<file path="src/rtl/mp64_dma_bridge.sv">
// mp64_dma_bridge
//   Bridges a byte-wide DMA master (disk controller) onto a 64-bit memory bus.
//   Sequential byte writes are gathered into a one-word write buffer and sent
//   out as a single masked word write. Byte reads are served from a one-word
//   read buffer that is refilled by whole-word fetches.
// Ports
//   clk, rst_n                      clock, asynchronous active-low reset
//   dma_req/addr/wdata/wen          byte request from the DMA master
//   dma_rdata, dma_ack              read byte and one-cycle completion pulse
//   flush                           request write-out of any partial word
//   idle                            nothing buffered, nothing in flight
//   mem_req/addr/wen/wdata/be       word request towards the bus arbiter
//   mem_rdata, mem_ack              word read data and completion pulse
module mp64_dma_bridge #(
   parameter int unsigned FLUSH_TIMEOUT = 16
) (
   input  logic        clk,
   input  logic        rst_n,
   input  logic        dma_req,
   input  logic [63:0] dma_addr,
   input  logic [7:0]  dma_wdata,
   input  logic        dma_wen,
   output logic [7:0]  dma_rdata,
   output logic        dma_ack,
   input  logic        flush,
   output logic        idle,
   output logic        mem_req,
   output logic [63:0] mem_addr,
   output logic        mem_wen,
   output logic [63:0] mem_wdata,
   output logic [7:0]  mem_be,
   input  logic [63:0] mem_rdata,
   input  logic        mem_ack
);

   localparam int CW = $clog2(FLUSH_TIMEOUT + 1);
   localparam logic [CW-1:0] TMO_LAST = CW'(FLUSH_TIMEOUT - 1);

   typedef enum logic [1:0] {ST_IDLE, ST_WFLUSH, ST_RFETCH, ST_ACK} state_t;

   state_t        state_q, state_d;
   logic [60:0]   wbuf_word_q, wbuf_word_d;
   logic [63:0]   wbuf_data_q, wbuf_data_d;
   logic [7:0]    wbuf_mask_q, wbuf_mask_d;
   logic [60:0]   rbuf_word_q, rbuf_word_d;
   logic [63:0]   rbuf_data_q, rbuf_data_d;
   logic          rbuf_valid_q, rbuf_valid_d;
   logic [63:0]   cur_addr_q, cur_addr_d;
   logic [7:0]    cur_wdata_q, cur_wdata_d;
   logic          cur_wen_q, cur_wen_d;
   logic          pend_q, pend_d;
   logic          flush_pend_q, flush_pend_d;
   logic [CW-1:0] tmo_cnt_q, tmo_cnt_d;
   logic [7:0]    dma_rdata_q, dma_rdata_d;
   logic          dma_ack_q, dma_ack_d;
   logic          idle_q, idle_d;
   logic          mem_req_q, mem_req_d;
   logic [63:0]   mem_addr_q, mem_addr_d;
   logic          mem_wen_q, mem_wen_d;
   logic [63:0]   mem_wdata_q, mem_wdata_d;
   logic [7:0]    mem_be_q, mem_be_d;

   logic          req_any;
   logic [63:0]   eff_addr;
   logic [7:0]    eff_wdata;
   logic          eff_wen;
   logic [60:0]   eff_word;
   logic [5:0]    eff_shift;
   logic [5:0]    cur_shift;
   logic          start_wf;
   logic          start_rf;
   logic          flush_clr;

   // A request deferred behind a write flush is replayed from the captured
   // copy before any new master request is looked at.
   always_comb begin
      req_any   = pend_q | dma_req;
      eff_addr  = pend_q ? cur_addr_q  : dma_addr;
      eff_wdata = pend_q ? cur_wdata_q : dma_wdata;
      eff_wen   = pend_q ? cur_wen_q   : dma_wen;
      eff_word  = eff_addr[63:3];
      eff_shift = {eff_addr[2:0], 3'b000};
      cur_shift = {cur_addr_q[2:0], 3'b000};
   end

   // Next-state logic. In IDLE a request beats a latched flush, which beats
   // the inactivity timeout; a latched flush survives a cycle lost to a request.
   always_comb begin
      state_d      = state_q;
      wbuf_word_d  = wbuf_word_q;
      wbuf_data_d  = wbuf_data_q;
      wbuf_mask_d  = wbuf_mask_q;
      rbuf_word_d  = rbuf_word_q;
      rbuf_data_d  = rbuf_data_q;
      rbuf_valid_d = rbuf_valid_q;
      cur_addr_d   = cur_addr_q;
      cur_wdata_d  = cur_wdata_q;
      cur_wen_d    = cur_wen_q;
      pend_d       = pend_q;
      tmo_cnt_d    = tmo_cnt_q;
      dma_rdata_d  = dma_rdata_q;
      dma_ack_d    = 1'b0;
      mem_req_d    = mem_req_q;
      mem_addr_d   = mem_addr_q;
      mem_wen_d    = mem_wen_q;
      mem_wdata_d  = mem_wdata_q;
      mem_be_d     = mem_be_q;
      start_wf     = 1'b0;
      start_rf     = 1'b0;
      flush_clr    = 1'b0;

      case (state_q)
         ST_IDLE: begin
            if (req_any) begin
               tmo_cnt_d   = '0;
               cur_addr_d  = eff_addr;
               cur_wdata_d = eff_wdata;
               cur_wen_d   = eff_wen;
               pend_d      = 1'b0;
               if (eff_wen) begin
                  if (wbuf_mask_q != 8'h00 && eff_word != wbuf_word_q) begin
                     pend_d   = 1'b1;
                     start_wf = 1'b1;
                  end else begin
                     wbuf_word_d                   = eff_word;
                     wbuf_data_d[eff_shift +: 8]   = eff_wdata;
                     wbuf_mask_d[eff_addr[2:0]]    = 1'b1;
                     if (rbuf_valid_q && rbuf_word_q == eff_word) begin
                        rbuf_data_d[eff_shift +: 8] = eff_wdata;
                     end
                     state_d = ST_ACK;
                  end
               end else begin
                  if (wbuf_mask_q != 8'h00 && eff_word == wbuf_word_q) begin
                     pend_d   = 1'b1;
                     start_wf = 1'b1;
                  end else if (rbuf_valid_q && rbuf_word_q == eff_word) begin
                     state_d = ST_ACK;
                  end else begin
                     start_rf = 1'b1;
                  end
               end
            end else if (flush_pend_q) begin
               flush_clr = 1'b1;
               if (wbuf_mask_q != 8'h00) begin
                  start_wf = 1'b1;
               end
            end else if (wbuf_mask_q != 8'h00) begin
               if (tmo_cnt_q == TMO_LAST) begin
                  start_wf = 1'b1;
               end else begin
                  tmo_cnt_d = tmo_cnt_q + 1'b1;
               end
            end
         end
         ST_WFLUSH: begin
            if (mem_ack) begin
               mem_req_d   = 1'b0;
               wbuf_mask_d = 8'h00;
               state_d     = ST_IDLE;
            end
         end
         ST_RFETCH: begin
            if (mem_ack) begin
               mem_req_d    = 1'b0;
               rbuf_word_d  = cur_addr_q[63:3];
               rbuf_data_d  = mem_rdata;
               rbuf_valid_d = 1'b1;
               state_d      = ST_ACK;
            end
         end
         default: begin
            dma_ack_d = 1'b1;
            if (!cur_wen_q) begin
               dma_rdata_d = rbuf_data_q[cur_shift +: 8];
            end
            if (wbuf_mask_q == 8'hFF) begin
               start_wf = 1'b1;
            end else begin
               state_d = ST_IDLE;
            end
         end
      endcase

      if (start_wf) begin
         state_d     = ST_WFLUSH;
         tmo_cnt_d   = '0;
         mem_req_d   = 1'b1;
         mem_wen_d   = 1'b1;
         mem_addr_d  = {wbuf_word_q, 3'b000};
         mem_wdata_d = wbuf_data_q;
         mem_be_d    = wbuf_mask_q;
      end
      if (start_rf) begin
         state_d    = ST_RFETCH;
         mem_req_d  = 1'b1;
         mem_wen_d  = 1'b0;
         mem_addr_d = {eff_word, 3'b000};
         mem_be_d   = 8'hFF;
      end

      flush_pend_d = flush | (flush_pend_q & ~flush_clr);
      idle_d = (state_d == ST_IDLE) && (wbuf_mask_d == 8'h00) && !flush_pend_d && !pend_d;
   end

   // All state and every output is registered; reset discards buffered data
   // and drops any bus request immediately.
   always_ff @(posedge clk or negedge rst_n) begin
      if (!rst_n) begin
         state_q      <= ST_IDLE;
         wbuf_word_q  <= '0;
         wbuf_data_q  <= '0;
         wbuf_mask_q  <= '0;
         rbuf_word_q  <= '0;
         rbuf_data_q  <= '0;
         rbuf_valid_q <= 1'b0;
         cur_addr_q   <= '0;
         cur_wdata_q  <= '0;
         cur_wen_q    <= 1'b0;
         pend_q       <= 1'b0;
         flush_pend_q <= 1'b0;
         tmo_cnt_q    <= '0;
         dma_rdata_q  <= '0;
         dma_ack_q    <= 1'b0;
         idle_q       <= 1'b0;
         mem_req_q    <= 1'b0;
         mem_addr_q   <= '0;
         mem_wen_q    <= 1'b0;
         mem_wdata_q  <= '0;
         mem_be_q     <= '0;
      end else begin
         state_q      <= state_d;
         wbuf_word_q  <= wbuf_word_d;
         wbuf_data_q  <= wbuf_data_d;
         wbuf_mask_q  <= wbuf_mask_d;
         rbuf_word_q  <= rbuf_word_d;
         rbuf_data_q  <= rbuf_data_d;
         rbuf_valid_q <= rbuf_valid_d;
         cur_addr_q   <= cur_addr_d;
         cur_wdata_q  <= cur_wdata_d;
         cur_wen_q    <= cur_wen_d;
         pend_q       <= pend_d;
         flush_pend_q <= flush_pend_d;
         tmo_cnt_q    <= tmo_cnt_d;
         dma_rdata_q  <= dma_rdata_d;
         dma_ack_q    <= dma_ack_d;
         idle_q       <= idle_d;
         mem_req_q    <= mem_req_d;
         mem_addr_q   <= mem_addr_d;
         mem_wen_q    <= mem_wen_d;
         mem_wdata_q  <= mem_wdata_d;
         mem_be_q     <= mem_be_d;
      end
   end

   assign dma_rdata = dma_rdata_q;
   assign dma_ack   = dma_ack_q;
   assign idle      = idle_q;
   assign mem_req   = mem_req_q;
   assign mem_addr  = mem_addr_q;
   assign mem_wen   = mem_wen_q;
   assign mem_wdata = mem_wdata_q;
   assign mem_be    = mem_be_q;

endmodule

</file>
<file path="config.mk">
export PLATFORM = sky130hd
export DESIGN_NAME = mp64_dma_bridge
export DESIGN_NICKNAME = d
export VERILOG_FILES = /design/src/rtl/mp64_dma_bridge.sv
export SDC_FILE = /design/constraint.sdc
export NUM_CORES = 1
export LEC_CHECK = 0
export ABC_CLOCK_PERIOD_IN_PS = 5300
export CAP_MARGIN = 0
export CORE_ASPECT_RATIO = 1.25
export CORE_UTILIZATION = 55
export DETAILED_ROUTE_END_ITERATION = 8
export PLACE_DENSITY = 0.79
export SYNTH_ARGS = -nofsm -noshare
export SYNTH_HDL_FRONTEND = slang
export SYNTH_SLANG_ARGS = --single-unit
</file>
<file path="constraint.sdc">
create_clock -name clk -period 5.3 [get_ports clk]
set_clock_uncertainty 0.15 [all_clocks]
set_input_delay 1.06 -clock clk [delete_from_list [all_inputs] [get_ports clk]]
set_output_delay 1.06 -clock clk [all_outputs]
set_load 0.02 [all_outputs]
</file>
Word level (Yosys, flattened, before mapping)
Cells that the tools add are included.
{"block": "totals", "ff_bits": 489, "output_inout_bits": 148}
{"block": "op_classes", "addsub": 2, "n_lt_le_gt_ge": 2, "eq_ne": 14, "n_shift": 3, "n_mux": 66, "bitwise": 8, "reduce_logical": 28}
{"op": "2-to-1 mux 64 bit", "n": 8}
{"op": "bitwise mux 64 bit", "n": 2}
{"op": "one-hot mux 64 bit (2 select lines)", "n": 1}
{"op": "equality test 61 bit", "n": 2}
{"op": "variable shift 8 x 8 -> 64 bit, first input constant", "n": 1}
{"op": "variable part select 64 x 7 -> 8 bit", "n": 1}
{"op": "variable part select 8 x 8 -> 64 bit", "n": 1}
{"op": "!= test 61 bit", "n": 1}
{"op": "2-to-1 mux 8 bit", "n": 7}
{"op": "2-to-1 mux 5 bit", "n": 6}
{"op": "2-to-1 mux 1 bit", "n": 28}
{"op": "2-to-1 mux 2 bit", "n": 10}
{"op": "one-hot mux 8 bit (2 select lines)", "n": 1}
{"op": "!= test 2 bit, second input constant", "n": 5}
{"op": "nonzero test 3 bit", "n": 3}
{"op": "equality test 8 bit, second input constant", "n": 1}
{"op": "logical NOT 8 bit", "n": 1}
{"op": "negation 6 -> 8 bit", "n": 1}
{"op": "bitwise OR 8 bit", "n": 1}
{"op": "AND reduction 2 bit", "n": 4}
{"op": "AND reduction 4 bit", "n": 2}
{"op": "nonzero test 8 bit", "n": 1}
{"op": "logical AND 1 bit", "n": 7}
{"op": "one-hot mux 2 bit (3 select lines)", "n": 1}
{"op": "other kinds (19)", "n": 27}

Longest topological paths before layout
{"block": "logic_depth", "depth_word": 14, "depth_mapped": 15, "mapped_depth_nobuf": 10}

Worst setup path after synthesis
No wires, ideal clock.
{"block": "synth_path", "path_type": "input -> register", "from": "in dma_addr[17]", "to": "reg rbuf_data_q[0]", "setup_ns": 0.125, "arrival_time_ns": 3.423, "required_time_ns": 5.025, "path_slack_ns": 1.603, "path_stages": 9, "path_buffers": 0, "cell_sequence": "mux2i_1 xnor2_1 nor4_1 nand4_1 nor4_4 o21a_2 a22o_1 a21boi_2 mux2_2"}
{"block": "synth_between", "elab_chain_cells": 5, "word_cells_on_any_way": 8, "cone_classes": "eq/ne: 4; mux: 1; reduce/logical: 3"}
{"element": "from (decl)", "line_no": "20", "text": "input logic [63:0] dma_addr,"}
{"element": "2-to-1 mux 64 bit *", "line_no": "78", "text": "eff_addr = pend_q ? cur_addr_q : dma_addr;"}
{"element": "equality test 61 bit / != test 61 bit (equally long branches)", "line_no": "128, 121"}
{"element": "logical AND 1 bit, on equally long branches", "line_no": "128, 121"}
{"element": "!= test 2 bit (no source line)"}
{"element": "AND reduction 6 bit (no source line) *"}
{"element": "to (signal assigned)", "line_no": "237", "text": "rbuf_data_q <= rbuf_data_d;"}
{"element": "to (decl)", "line_no": "46", "text": "logic [63:0] rbuf_data_q, rbuf_data_d;"}
Mark *: on every way between the ends. The rest lies on a longest branch, timed or not.
A chain may end at the register's enable or synchronous reset.

Worst setup path in the final report
{"block": "layout_path", "from": "reg pend_q", "to": "reg mem_addr_q[4] (netlist: mem_addr[4])"}
{"block": "layout_between", "elab_chain_cells": 9, "word_cells_on_any_way": 21, "cone_classes": "eq/ne: 3; mux: 13; bitwise: 1; reduce/logical: 4"}
{"element": "from (decl)", "line_no": "51", "text": "logic pend_q, pend_d;"}
{"element": "from (signal assigned)", "line_no": "242", "text": "pend_q <= pend_d;"}
{"element": "2-to-1 mux 64 bit", "line_no": "78"}
{"element": "equality test 61 bit", "line_no": "137", "text": "end else if (rbuf_valid_q && rbuf_word_q == eff_word) begin"}
{"element": "logical AND 1 bit", "line_no": "137"}
{"element": "2-to-1 mux 1 bit", "line_no": "137"}
{"element": "2-to-1 mux 1 bit", "line_no": "134", "text": "if (wbuf_mask_q != 8'h00 && eff_word == wbuf_word_q) begin"}
{"element": "2-to-1 mux 1 bit", "line_no": "120", "text": "if (eff_wen) begin"}
{"element": "2-to-1 mux 1 bit", "line_no": "114", "text": "if (req_any) begin"}
{"element": "2-to-1 mux 1 bit", "line_no": "112", "text": "case (state_q)"}
{"element": "2-to-1 mux 64 bit / nonzero test 2 bit (equally long branches)"}
{"element": "to (signal assigned)", "line_no": "249", "text": "mem_addr_q <= mem_addr_d;"}
{"element": "to (decl)", "line_no": "58", "text": "logic [63:0] mem_addr_q, mem_addr_d;"}
Parallel ways exist; a longest one is shown, timed or not.

==> run summary <==
The run finished with clean final reports. The cell count of the worst reg-to-reg path is 12. The proportion of synthesized chip area in sequential cells came out at ~55%. The number of buffers added for setup after CTS came out at 0. The count of hold-fix buffers inserted at cts came out at 0. The overall via count from detail_route is ~16000.

The count of nets left with antenna violations once routing finished came out at 0. The required time reported for the critical path endpoint is between 5 and 6 ns. Excluding fillers, the count of instances in the completed layout stands at approximately 2700. The max-slew headroom at the worst pin came out at between 30% and 40%. The starting density of the core came out at 56.1%. Summed over all instances, the cell type with the most area after synthesis is dfrtp_1.

The count of TritonRoute iterations in the first routing pass is 7. The cell at the slowest stage of the critical path is dfrtp_4. In the global route stage, met2 resource usage came out at 52.6%.

Of all nets on the critical path, the largest fanout is 35. The post-route clock period utilization is a little under nine tenths. The number of rows created at floorplan came out at between 80 and 90.

The mean area per synthesized cell came out at around 12 um2. The largest stage delay on the critical path came out at 0.71 ns. After detailed routing, the average wire length per cell comes to approximately 23 um. Sorting the synthesized cells by area gives the leading types as dfrtp_1 55%, mux2_2 9.9%, mux2i_1 8.6%, o21ai_0 5.5%, nand2_1 4.6%. The met3 track demand over resource in global routing came out at 4.73%. Clock latency on the worst-skew pair, taken at its later pin, is about 0.58 ns.

The sequential cell area is about 12000 um2. The met1 demand-to-capacity share in global routing is around 38%. The number of synthesized flops with an enable pin is 0. Data on the critical path arrives at its endpoint at roughly 4.8 ns. Counting both buffers and inverters, the worst setup path holds a total of 3. The clock transition at the registers of the reported paths came out at ~0.060 ns. In this run the number of H-tree levels came out at 2.

The detailed router finished its first iteration with ~1300 violations. The remaining routing DRC violations is 0. The number of standard cells after synthesis is approximately 1900.

TritonCTS built the clock tree. For this run, the share of the core covered by cells in the final layout is between 60% and 70%. The prevailing post-synth register cell is dfrtp_1. In this run the count of I/O pins placed on the die edge is 290. The area added between synthesis and finish is 23.9%. In this run the number of cells on the critical path is 12. Of all flip-flops after synthesis, the portion carrying an async set or reset was 100%. Entering global routing, the biggest net connects 123 pins. The final worst hold slack came out at around 0.33 ns. STA classifies the critical path endpoint as a flip-flop. The actual transition at the worst max-transition pin is between 0.9 and 1 ns. Measured along the y axis, the die boundary spans approximately 230 um. The number of maximum-capacitance violations came out at 0. The first-pass GRT wire length is 94.6 mm. The maximum buffer depth of the clock tree is 3.

After clock tree synthesis, the repair step resized 0 gates. The number of fill cells in the layout is 2802. Clock tree synthesis selected as its root buffer the cell clkbuf_16. The final total power came out at about 18 mW. The minimum clock period came out at 4.56 ns. The TritonCTS sink count is approximately 490. The count of input and output buffers is 286. The power density over the cells is around 670 nW/um2. Synthesis inferred between 400 and 500 register bits.

The commonest cells after synthesis are 486 x dfrtp_1, 269 x nand2_1, 244 x o21ai_0. Synthesis instantiated 45 different standard cells from the library. Setup total negative slack on the finished layout was measured at 0 ns.

The global router's overall resource usage is between 30% and 40%. The fraction of final layout cells sized beyond drive strength 1 came out at a little under a fifth. The number of failing hold endpoints at the final stage is 0. The peak clock frequency supported by timing came out at ~0.22 GHz. The TritonCTS buffer count came out at between 40 and 50. At the end of routability-driven placement, the weighted congestion stood at roughly 0.93. Summed over all layers, the routed wires come to around 62 mm. The die width is about 180 um. The static leakage power is 12.4 nW. After synthesis the cells add up to between 20000 and 25000 um2. In this design, the critical path's most frequently occurring cell is mux2i_1. The kind of cell with the highest combined delay along the critical path is simple AND/OR/NAND/NOR gates.

The class of the worst hold path is flip-flop to flip-flop. The worst-case vdd ir drop came out at ~0.00043 V. Setup repair after global routing left no endpoint under its margin. The number of cells after detailed placement is 2616. The most instantiated library cell after synthesis is dfrtp_1. The number of warning messages in the yosys log is 0. Detailed placement finished with a half-perimeter wire length of 42.8 mm. After global routing, the most crowded layer is met2. The signal on the critical path passes through buf_4 -> mux2i_1 -> xnor2_1 -> nor4_1 -> nand4_1 -> nor4_4 -> mux2i_1 -> a21oi_4 -> buf_12 -> buf_4 -> mux2i_1 -> mux2i_1. The total grt overflow came out at 0.

The share of Yosys cell area claimed by the top area cell type came out at a little under three fifths. The net count of the finished layout is 2319. The area of the die came out at about 41000 um2.

The number of antenna violations at the first check in global routing came out at 3. The critical path class is flip-flop to flip-flop. Setup violations remaining at the end of the flow were counted as 0. The area occupied by multi-input gates came out at 9380 um2.

The number of pins with negative max-slew slack in the final report is 0. Dividing the detail-routed via count by the number of cells gives roughly 6. The core footprint came out at slightly below 40000 um2.

The via count of the first global-routing pass is 16138. Along the worst hold path, the cell count comes to 1. STA classifies the critical path startpoint as a flip-flop.
-- final timing paths --
check	to	slack, ns	start
min in group asynchronous	cur_wdata_q[0]	0.39	rst_n
max reg2reg	mem_addr[4]	0.74	pend_q
max	mem_addr[4]	0.74	pend_q
max in group asynchronous	rbuf_word_q[5]	3.42	rst_n
min	rbuf_valid_q	0.33	rbuf_valid_q
min reg2reg	rbuf_valid_q	0.33	rbuf_valid_q
-- area by class of cell --
cell class | instances | share of cell area (%)
multi-input cells | 1269 | 34.3
inverters | 8 | 0.110
well taps | 498 | 2.28
diodes | 1 | 0.00915
clock inverters | 19 | 0.801
repair buffers | 355 | 12.9
flip-flops and latches | 486 | 44.5
clock buffers | 67 | 5.09
-- state kept, by name (all words and copies together) (netlist names), 61 cells and up --
name	cells
cur_addr_q	64
mem_addr	61
mem_wdata	64
rbuf_data_q	64
rbuf_word_q	61
wbuf_data_q	64
wbuf_word_q	61
-- cells by family after synthesis --
| group | synth area share [%] |
|---|---|
| other | 0.0170 |
| DFF | 55.1 |
| buffers and inverters | 2.60 |
| adders and majority gates | 0.510 |
| and+or+nand+nor | 7.84 |
| muxes | 21.7 |
| xor gates and xnor gates | 4.60 |
| AOI/OAI and AO/OA | 7.57 |
-- cells in the final DEF, fill, tap and decap left out, types with 4 or more instances in the layout --
cell and count:
mux2i_1 190, mux2i_2 22, nand4_1 15, a21oi_1 35, nor4_1 25, buf_4 57
buf_12 12, dfrtp_1 485, nor3_1 11, and3_1 5, and2_1 4, nand2b_1 5
clkinv_2 8, mux2_2 194, nand3_1 7, clkbuf_8 12, mux2_1 4, or2_2 5
xor2_1 24, mux4_2 16, clkbuf_1 7, a21boi_2 8, a22o_1 6, xnor2_1 92
o21ai_0 244, inv_6 4, ha_1 8, nand2_1 267, clkdlybuf4s50_1 285, inv_1 8
clkbuf_16 48, nor2_1 54
-- per-stage QoR --
stage	area, um2	setup slack (ns)
6_report	27300	0.735
5_1_grt	27300	0.372
4_1_cts	27300	0.721
3_5_place_dp	25700	0.514
3_3_place_gp	25700	0.552
2_1_floorplan	22100	1.60
-- metal layers --
layer | wire, um | part of all wire, % | vias up
met1 | 23800 | 39 | 7939
li1 | - | - | 7123
met3 | 3960 | 6.4 | 136
met5 | 27 | 0.044 | -
met2 | 30900 | 50 | 664
met4 | 2890 | 4.7 | 4
-- report_power, final --
group / internal, mW / leakage (nW) / switching (mW) / total [mW]
Sequential: 5.25 / 6.31 / 1.17 / 6.42
Clock: 1.99 / 0.794 / 1.48 / 3.47
Combinational: 3.74 / 5.31 / 4.60 / 8.34
Note: power is estimated with default switching activity, not from simulation.
